===== config.mk =====
export PLATFORM = sky130hd
export DESIGN_NAME = adder_seq
export DESIGN_NICKNAME = d
export VERILOG_FILES = /design/src/rtl/adder_seq.sv
export SDC_FILE = /design/constraint.sdc
export NUM_CORES = 1
export LEC_CHECK = 0
export CORE_MARGIN = 2
export CORE_UTILIZATION = 55
export CTS_CLUSTER_DIAMETER = 120
export DETAILED_ROUTE_END_ITERATION = 8
export PLACE_DENSITY = 0.93
export SETUP_SLACK_MARGIN = 0.3
export SLEW_MARGIN = 0
export SYNTH_ARGS = -nofsm -noshare
export SYNTH_HDL_FRONTEND = slang
export SYNTH_SLANG_ARGS = --single-unit
export TNS_END_PERCENT = 50

===== constraint.sdc =====
create_clock -name clk -period 8 [get_ports clk]
set_clock_uncertainty 0.1 [all_clocks]
set_input_delay 0.8 -clock clk [delete_from_list [all_inputs] [get_ports clk]]
set_output_delay 0.8 -clock clk [all_outputs]
set_load 0.01 [all_outputs]

===== src/rtl/adder_seq.sv =====
// Chunk-serial adder/subtractor: CHUNK bits per cycle, valid/ready in and out, with carry/overflow/zero flags.
// Define ADDER_SEQ_WORD_MODE_EN to honour the word (ADDW/SUBW) input; otherwise word is ignored.
module adder_seq #(
   parameter int WIDTH = 64,
   parameter int CHUNK = 16
) (
   input  logic             clk,
   input  logic             rst_n,
   input  logic             in_valid,
   output logic             in_ready,
   input  logic [WIDTH-1:0] a,
   input  logic [WIDTH-1:0] b,
   input  logic             sub,
   input  logic             word,
   output logic             out_valid,
   input  logic             out_ready,
   output logic [WIDTH-1:0] s,
   output logic             c_o,
   output logic             ovf,
   output logic             zero
);

   localparam int NCHUNK = WIDTH / CHUNK;
   localparam int IDX_W  = (NCHUNK > 1) ? $clog2(NCHUNK) : 1;
   localparam logic [IDX_W-1:0] LAST_FULL = IDX_W'(NCHUNK - 1);

   typedef enum logic [1:0] {IDLE, BUSY, DONE} state_t;

   state_t           state;
   logic [WIDTH-1:0] a_r;
   logic [WIDTH-1:0] b_r;
   logic             word_r;
   logic             carry;
   logic [IDX_W-1:0] idx;
   logic             word_eff;

`ifdef ADDER_SEQ_WORD_MODE_EN
   localparam logic [IDX_W-1:0] LAST_WORD = IDX_W'(32 / CHUNK - 1);
   assign word_eff = word;
`else
   logic word_unused;
   assign word_unused = word;
   assign word_eff    = 1'b0;
`endif

   assign in_ready  = (state == IDLE);
   assign out_valid = (state == DONE);

   logic [31:0]      base;
   logic [CHUNK-1:0] a_ch;
   logic [CHUNK-1:0] b_ch;
   logic [CHUNK-1:0] sum_ch;
   logic             cout_ch;
   logic             last;
   logic [WIDTH-1:0] s_nxt;
   logic [WIDTH-1:0] s_fin;
   logic             a_m;
   logic             b_m;
   logic             s_m;

   always_comb begin
      base              = 32'(idx) * 32'(CHUNK);
      a_ch              = a_r[base +: CHUNK];
      b_ch              = b_r[base +: CHUNK];
      {cout_ch, sum_ch} = {1'b0, a_ch} + {1'b0, b_ch} + {{CHUNK{1'b0}}, carry};
      s_nxt             = s;
      s_nxt[base +: CHUNK] = sum_ch;
      s_fin             = s_nxt;
      last              = (idx == LAST_FULL);
      a_m               = a_r[WIDTH-1];
      b_m               = b_r[WIDTH-1];
      s_m               = s_nxt[WIDTH-1];
`ifdef ADDER_SEQ_WORD_MODE_EN
      // Word ops stop at bit 31 and sign-extend the 32-bit result
      if (word_r) begin
         last  = (idx == LAST_WORD);
         s_fin = {{(WIDTH-32){s_nxt[31]}}, s_nxt[31:0]};
         a_m   = a_r[31];
         b_m   = b_r[31];
         s_m   = s_nxt[31];
      end
`endif
   end

   // Operand capture stage: data only, no reset needed
   always_ff @(posedge clk) begin
      if (state == IDLE && in_valid) begin
         a_r <= a;
         b_r <= b ^ {WIDTH{sub}};
      end
   end

   // Control and result stage
   always_ff @(posedge clk or negedge rst_n) begin
      if (!rst_n) begin
         state  <= IDLE;
         idx    <= '0;
         carry  <= 1'b0;
         word_r <= 1'b0;
         s      <= '0;
         c_o    <= 1'b0;
         ovf    <= 1'b0;
         zero   <= 1'b0;
      end else begin
         case (state)
            IDLE: begin
               if (in_valid) begin
                  word_r <= word_eff;
                  carry  <= sub;
                  idx    <= '0;
                  s      <= '0;
                  c_o    <= 1'b0;
                  ovf    <= 1'b0;
                  zero   <= 1'b0;
                  state  <= BUSY;
               end
            end
            BUSY: begin
               carry <= cout_ch;
               idx   <= idx + 1'b1;
               if (last) begin
                  s     <= s_fin;
                  c_o   <= cout_ch;
                  ovf   <= (a_m ^ s_m) & (b_m ^ s_m);
                  zero  <= (s_fin == '0);
                  state <= DONE;
               end else begin
                  s <= s_nxt;
               end
            end
            DONE: begin
               if (out_ready) state <= IDLE;
            end
            default: state <= IDLE;
         endcase
      end
   end

endmodule


==> metrics.yaml, run 1 <==
outcome:
  status: "finished clean"
clock_network:
  clk_latency_ns: 0.43
  root_buffer: "clkbuf_16"
  holdBufCountCts: 0
  cts_buffers: 17
  htreeDepth: 4
  path_clk_slew_ns: 0.07
  clock-sinks: 200
  clock_path_buffers: 2
  ctsResizeCount: 0
  cts_tree: "yes"
  postCtsSetupBuffers: 0
synth:
  synth_area_leaders: "edfxtp_1, dfrtp_1, mux4_2, xor2_1, a22o_1"
  yosysWarnings: 0
  syn-num-nets: 769
  synth_top_area_share_pct: 42.6
  ys_seq_elements: 200
  seq_area_frac_synth_pct: 62.6
  ys.flop_type: "edfxtp_1"
  postSynthAreaPerCell_um2: 14.7
  synth-edff-count: 128
  synth_common_cells: "edfxtp_1, dfrtp_1, xor2_1, a22o_1, mux4_2"
  netlist.top_cell.by_area: "edfxtp_1"
  syn_area_mm2: 0.00902
  ys_types: 57
  synth-async-reset-ratio_pct: 36.0
  synth_cells: 612
  yosysMostFrequentCell: "edfxtp_1"
pwr:
  combPwrFrac_pct: 53.6
  power_switching_mw: 2.34
  p_seq_share_pct: 30.9
  leakagePower_nw: 4.46
  switching_share_pct: 43.9
  p_clk_share_pct: 15.5
  p_per_area_mw_per_mm2: 451
  vdd_drop_max_uv: 316
  internal-power_mw: 2.99
route:
  dr.pass1.iters: 5
  drtIter0Drc: 475
  drt-total-wl_um: 21600
  via_count: 6171
  postRouteAntennaNets: 0
  routed_via_density: 5.93
  drcViolationCount: 0
  avgRoutedWirePerCell_um: 20.8
timing:
  tns_ns: 0
  finalCritPeriodShare_pct: 57.7
  rsz0062_at_grt: "false"
  fmax_mhz: 217
  maxSlewViolCount: 0
  period_needed_ns: 4.61
  maxSlewHeadroom_pct: 19.7
  hold_ws_ns: 0.433
  worst_pin_slew_ns: 1.20
  hold_viol_final: 0
  finalSetupViolations: 0
hold_path:
  holdPathStages: 1
  worstHoldStart: "s[4]"
  hp-class: "reg2reg"
critical_path:
  worst_ep_required_time_ns: 8.24
  crit_end: "zero"
  crit_start: "idx[0]"
  r2r_start: "idx[0]"
  crit_arrival_ns: 4.85
  path_max_fanout: 29
  rrSetupSlack_ns: 3.39
  rr_worst_depth: 14
  rr_endpoint: "zero"
  start_kind: "register"
  endpoint_kind: "register"
  path_class: "reg2reg"
layout:
  n_antenna_cell: 0
  drive_gt1_share_pct: 9.59
  area_growth_pct: 30.8
  nets: 968
global_route:
  grt_pass1_wl_um: 33700
  gr-total-overflow: 0
  grt_pass1_vias: 6256
  grt_antenna_before_repair: 0
  grt_usage_pct: 25.5
  grt_max_degree: 80
placed_design:
  gp_congestion: 0.904
  io_buffer_count: 201
  dp_hpwl_um: 15700
die:
  ioPinCount: 203
  die_w_um: 132
  die_h_um: 132
  start_util_pct: 56.6
  dieArea_mm2: 0.0174
  rows: 46
  core_mm2: 0.0159
job:
  maxCapViolations: 0
[area by class of cell]
class,instances,area (µm²)
Fill cell,986,4140
Multi-Input combinational cell,373,3230
Clock buffer,20,437
Tap cell,216,270
Inverter,13,51.3
Sequential cell,200,5650
Timing Repair Buffer,206,2040
Clock inverter,12,128
[worst min path at each step]
stage | to
floorplan | c_o
global placement | s[1]
detailed placement | s[60]
CTS | s[54]
global route | s[37]
finish | s[4]
[flip-flops by register name (all words and copies together) (netlist names)]
signal / count
zero: 1
c_o: 1
s: 64
idx: 2
a_r: 64
b_r: 64
ovf: 1
carry: 1
state: 2
[routing by layer]
layer  global-route usage (%)  part of all wire (%)  vias to the layer above
met1                     31.8                    39                     3020
met5                        0                     0                        -
met2                     42.5                    50                      333
li1                         -                     -                     2758
met4                     10.8                   3.1                        0
met3                     6.54                   7.6                       60
[critical path, cell delays in order, from the launching register on]
cell	delay (ns)
dfrtp_2	0.56
buf_4	0.56
mux4_2	0.61
fa_1	0.42
inv_1	0.09
fa_1	0.21
nor2b_1	0.08
o2111ai_2	0.25
o211ai_1	0.17
a31o_1	0.25
a21oi_2	0.16
xnor2_1	0.30
nor4_1	0.37
o21ai_1	0.13
o31ai_1	0.25
[cells in the final DEF, fill, tap and decap left out, types with 14 or more instances in the layout]
cell type        netlist  routed
nor4_1                14      14
clkdlybuf4s50_1        0     199
a22o_1                52      52
nor2_1                16      16
ha_1                  21      21
edfxtp_1             128     128
o21ai_0               19      19
nand2_1               30      30
mux4_2                32      32
xor2_1                66      66
clkbuf_16              0      17
a21oi_1               25      25
dfrtp_1               72      70
[kinds of logic (layout without fill, tap and decap cells)]
logic type | Yosys count | count (layout) | share of synthesized area, %
AND/OR/NAND/NOR | 106 | 106 | 6.02
XOR/XNOR | 76 | 76 | 7.38
adder cells (fa/ha/maj) | 23 | 23 | 3.36
multiplexers | 32 | 32 | 7.99
buffers and inverters | 39 | 251 | 1.64
flip-flops | 200 | 200 | 62.6
AO/OA/AOI/OAI | 136 | 136 | 11.1
[through the flow]
step | std cells | area [µm²] | power (mW) | utilization, % | worst slack (ns)
global route | 1040 | 11800 | 5.57 | 74.1 | 3.10
floorplan | 612 | 9020 | 3.33 | - | 2.53
global placement | 1008 | 11200 | 4.37 | 70.5 | 3.44
finish | 1040 | 11800 | 5.32 | 74.1 | 3.39
detailed placement | 1008 | 11200 | 4.45 | 70.5 | 3.40
CTS | 1040 | 11800 | 5.29 | 74.1 | 3.38
[power by group through the flow]
stage | clock network, mW | registers [mW] | logic (mW)
final | 0.827 | 1.65 | 2.85
after global routing | 0.876 | 1.68 | 3.02
after CTS | 0.835 | 1.65 | 2.81
after detailed placement | 0 | 1.66 | 2.79
after global placement | 0 | 1.64 | 2.73
after floorplan | 0 | 1.64 | 1.68
No activity file was read; power rests on OpenSTA's default activity.
==> inputs of run 2 (changes only) <==
- CORE_UTILIZATION: 55 -> 46
- PLACE_DENSITY: 0.93 -> 0.84
- clock period: 8 -> 4.2 ns (I/O delays scaled with it)
==> run 2 against run 1 <==
- fmax is 23% higher
- sequential cell count stayed put
- non-clock buffer count is 20 higher
- count of clock-buffer cells in the layout is 3 higher
- critical endpoint unchanged
- largest cell class unchanged
- largest power group unchanged
==> metrics.yaml, run 2 (synthesis results as in run 1) <==
outcome:
  status: "finished clean"
placed_design:
  io_buffer_count: 201
  dp_hpwl_um: 15700
  dpl.cell_count: 1072
  gp_congestion: 0.914
layout:
  drive_gt1_share_pct: 12.7
  area_growth_pct: 34.7
  n_antenna_cell: 0
  nets: 988
  layout_common_cells: "clkdlybuf4s50_1, edfxtp_1, dfrtp_1"
  final_common_cell: "clkdlybuf4s50_1"
  largest_registers: "a_r x64, b_r x64, s x64"
  final_cells: 1109
  num-fill-cells: 1456
pwr:
  vdd_drop_max_uv: 573
  leakagePower_nw: 4.64
  power_mw: 10.8
  p_per_area_mw_per_mm2: 887
die:
  die_w_um: 144
  dieArea_mm2: 0.0208
  rows: 51
  start_util_pct: 46.7
  die_h_um: 144
  ioPinCount: 203
  core_mm2: 0.0193
timing:
  tns_ns: 0
  finalSetupViolations: 0
  rsz0062_at_grt: "false"
  worst_pin_slew_ns: 1.25
  fmax_mhz: 267
  maxSlewViolCount: 0
  period_needed_ns: 3.75
  maxSlewHeadroom_pct: 16.9
  finalCritPeriodShare_pct: 89.2
  hold_viol_final: 0
global_route:
  grt_antenna_before_repair: 0
  grt_usage_pct: 21.7
  grt_pass1_vias: 6310
  gr-total-overflow: 0
  grt_max_degree: 85
  grt_pass1_wl_um: 33800
clock_network:
  holdBufCountCts: 0
  clock-sinks: 200
  root_buffer: "clkbuf_16"
  path_clk_slew_ns: 0.07
  cts_buffers: 17
  cts_tree: "yes"
  htreeDepth: 4
  clock_path_buffers: 2
  clk_latency_ns: 0.43
critical_path:
  r2r_start: "idx[0]"
  rr_worst_depth: 12
  rrSetupSlack_ns: 0.45
  path_class: "reg2reg"
  endpoint_kind: "register"
  max_stage_delay_ns: 0.54
  path_cells: "buf_12 -> mux4_2 -> ha_1 -> nand3_1 -> o211a_1 -> o2111a_1 -> or4_4 -> o211ai_4 -> a21oi_1 -> nor2_1 -> o31a_1 -> o31ai_1"
  rr_endpoint: "zero"
  worst_ep_required_time_ns: 4.41
  crit_arrival_ns: 3.96
  start_kind: "register"
  path_max_fanout: 16
  crit_slowest_cell: "mux4_2"
route:
  avgRoutedWirePerCell_um: 19.6
  dr.pass1.iters: 7
  drtIter0Drc: 449
  drcViolationCount: 0
  drt-total-wl_um: 21700
  routed_via_density: 5.47
  via_count: 6071
  postRouteAntennaNets: 0
job:
  maxCapViolations: 0
hold_path:
  hp-class: "in2async"
[run 2: through the flow]
| stage | setup slack [ns] | utilization, % | hold slack (ns) | instance area (µm²) |
|---|---|---|---|---|
| after floorplan | 0.156 | - | 0.0244 | 9030 |
| after global placement | 0.356 | 59.1 | 0.394 | 11400 |
| after detailed placement | 0.331 | 59.1 | 0.406 | 11400 |
| after CTS | 0.320 | 62.6 | 0.0335 | 12100 |
| after global routing | 0.313 | 62.9 | 0.103 | 12200 |
| final | 0.452 | 62.9 | 0.0257 | 12200 |
[run 2: area by class of cell]
cell class                      count  area, µm²  area share, %
Sequential cell                   200       5650           46.5
Clock buffer                       23        553           4.55
Tap cell                          265        332           2.73
Multi-Input combinational cell    373       3250           26.7
Clock inverter                      9        114          0.937
Timing Repair Buffer              226       2200           18.1
Inverter                           13       51.3          0.422
[run 2: worst max-delay path by stage]
stage	start	to
floorplan	idx[0]	zero
global placement	idx[0]	zero
CTS	idx[0]	zero
finish	idx[0]	zero
detailed placement	idx[0]	zero
global route	idx[0]	zero
[run 2: layer usage]
layer  track usage [%]  up-vias  routed length [µm]
met5                 0        -                   0
met2              37.0      262               11000
met1              27.2     2971                8840
li1                  -     2798                   -
met3              4.67       40                1440
met4              8.72        0                 472
[run 2: report_power, final]
group | switching (mW) | internal [mW]
Sequential | 0.374 | 2.72
Combinational | 3.38 | 2.51
Clock | 0.734 | 1.06
[run 2: repair_timing]
action,CTS,global route
endpoints found under the setup margin,0,2
setup buffers,0,5
resized for setup,0,6
[run 2: critical path, delay by kind of cell, from the launching register on]
kind	cells	cell delay, ns
multiplexers	1	0.54
AO/OA/AOI/OAI	6	1.11
flip-flops	1	0.52
adder cells (fa/ha/maj)	1	0.42
AND/OR/NAND/NOR	3	0.72
buffers and inverters	1	0.21
==> inputs of run 3 (changes only) <==
- RECOVER_POWER: unset -> 100
==> run 3 against run 2 <==
- the flow now finishes with violations (capacitance limit, slew limit)
- worst setup slack worse by 0.029 ns
- first-iteration DRC count down 2.2%
- cell area decreased by 0.38%
- fmax fell by 0.77%
- critical path type unchanged
- critical endpoint is now ovf
- largest power group unchanged
==> metrics.yaml, run 3 (synthesis results as in run 1) <==
outcome:
  status: "finished, violations left"
  violations: "capacitance limit, slew limit"
layout:
  largest_registers: "a_r x64, b_r x64, s x64"
  drive_gt1_share_pct: 11.7
  nets: 988
  area_growth_pct: 34.2
  num-fill-cells: 1465
  n_antenna_cell: 0
  multi_input_area_mm2: 0.00323
  final_common_cell: "dlygate4sd3_1"
  register_area_mm2: 0.00565
  layout_common_cells: "dlygate4sd3_1, edfxtp_1, dfrtp_1"
  final_cell_area_mm2: 0.0121
placed_design:
  gp_congestion: 0.914
  dp_hpwl_um: 15700
  io_buffer_count: 201
  placed_cell_area_mm2: 0.0114
timing:
  rsz0062_at_grt: "false"
  worst_pin_slew_ns: 2.18
  fmax_mhz: 265
  maxSlewViolCount: 226
  finalSetupViolations: 0
  hold_ws_ns: 0.407
  finalCritPeriodShare_pct: 89.9
  tns_ns: 0
  hold_viol_final: 0
  maxSlewHeadroom_pct: -45.5
  period_needed_ns: 3.78
route:
  avgRoutedWirePerCell_um: 19.6
  routed_via_density: 5.50
  postRouteAntennaNets: 0
  via_count: 6099
  drcViolationCount: 0
  drt-total-wl_um: 21700
  dr.pass1.iters: 4
  drtIter0Drc: 439
global_route:
  grt_antenna_before_repair: 0
  grt_pass1_vias: 6310
  gr-total-overflow: 0
  grt_usage_pct: 21.7
  grt_pass1_wl_um: 33800
  grt_max_degree: 85
die:
  die_w_um: 144
  rows: 51
  dieArea_mm2: 0.0208
  core_mm2: 0.0193
  start_util_pct: 46.7
  die_h_um: 144
  ioPinCount: 203
critical_path:
  path_max_fanout: 16
  crit_slowest_cell: "mux4_2"
  path_cells: "buf_12 -> mux4_2 -> ha_1 -> nand3_1 -> o211a_1 -> o2111a_1 -> or4_4 -> o211ai_2 -> a21oi_1 -> nor3_2 -> a21oi_1 -> o21ai_1"
  crit_top_cell: "a21oi_1"
  start_kind: "register"
  path_class: "reg2reg"
  max_stage_delay_ns: 0.54
  crit_arrival_ns: 4.04
  endpoint_kind: "register"
  worst_ep_required_time_ns: 4.46
pwr:
  leakagePower_nw: 4.86
  p_per_area_mw_per_mm2: 873
  vdd_drop_max_uv: 534
clock_network:
  path_clk_slew_ns: 0.08
  clock_path_buffers: 2
  cts_tree: "yes"
  htreeDepth: 4
  clk_latency_ns: 0.43
  root_buffer: "clkbuf_16"
  clock-sinks: 200
  cts_buffers: 17
hold_path:
  hp-class: "reg2reg"
job:
  maxCapViolations: 4
-- run 3: cell count changes in the layout (fill, tap and decap cells not counted), sizes merged --
cell           previous run  this run
dlygate4sd3               0       133
buf                      27        19
clkbuf                   23        31
clkdlybuf4s50           199        66
-- run 3: cell type report --
class	count	area share [%]
Tap cell	265	2.74
Timing Repair Buffer	226	18.0
Clock buffer	23	4.57
Clock inverter	9	0.940
Inverter	13	0.403
Multi-Input combinational cell	373	26.7
Sequential cell	200	46.7
-- run 3: metrics by stage --
step | setup slack [ns] | std cells | total power [mW] | utilization [%]
CTS | 0.320 | 1104 | 10.7 | 62.6
global placement | 0.356 | 1072 | 8.73 | 59.1
detailed placement | 0.331 | 1072 | 8.86 | 59.1
finish | 0.423 | 1109 | 10.6 | 62.6
floorplan | 0.156 | 612 | 6.32 | -
global route | 0.163 | 1109 | 11.1 | 62.6
-- run 3: worst paths after layout --
| path | start | to | slack (ns) | depth (start not counted) |
|---|---|---|---|---|
| worst max-delay path | idx[0] | ovf | 0.42 | 12 |
| worst min-delay path | c_o | c_o | 0.41 | 2 |
| worst max register to register | idx[0] | ovf | 0.42 | 12 |
| worst min register to register | c_o | c_o | 0.41 | 2 |
| max in group asynchronous | rst_n | s[43] | 1.10 | 2 |
| min in group asynchronous | rst_n | s[53] | 0.53 | 1 |
-- run 3: critical path: cells and delay by family (launching register included) --
family          cells  cell delay (ns)
fa+ha+maj           1             0.40
mux                 1             0.54
compound gates      6             1.20
simple gates        3             0.73
flops               1             0.52
buf+inv             1             0.21
-- run 3: timing repair --
| item | CTS | global route |
|---|---|---|
| endpoints found under the setup margin | 0 | 2 |
| setup buffers | 0 | 5 |
| hold buffers | 0 | 0 |
| resized for setup | 0 | 6 |
-- run 3: report_power, final --
group	internal (mW)	total (mW)	switching, mW
combinational	2.30	5.67	3.37
clock	1.06	1.80	0.736
sequential	2.73	3.10	0.362
total	6.10	10.6	4.47
-- run 3: per-layer routing --
| layer | track usage, % | vias to the layer above | routed length [µm] |
|---|---|---|---|
| met3 | 4.67 | 56 | 1390 |
| met5 | 0 | - | 0 |
| met1 | 27.2 | 2968 | 8840 |
| met4 | 8.72 | 0 | 650 |
| met2 | 37.0 | 282 | 10800 |
| li1 | - | 2793 | - |
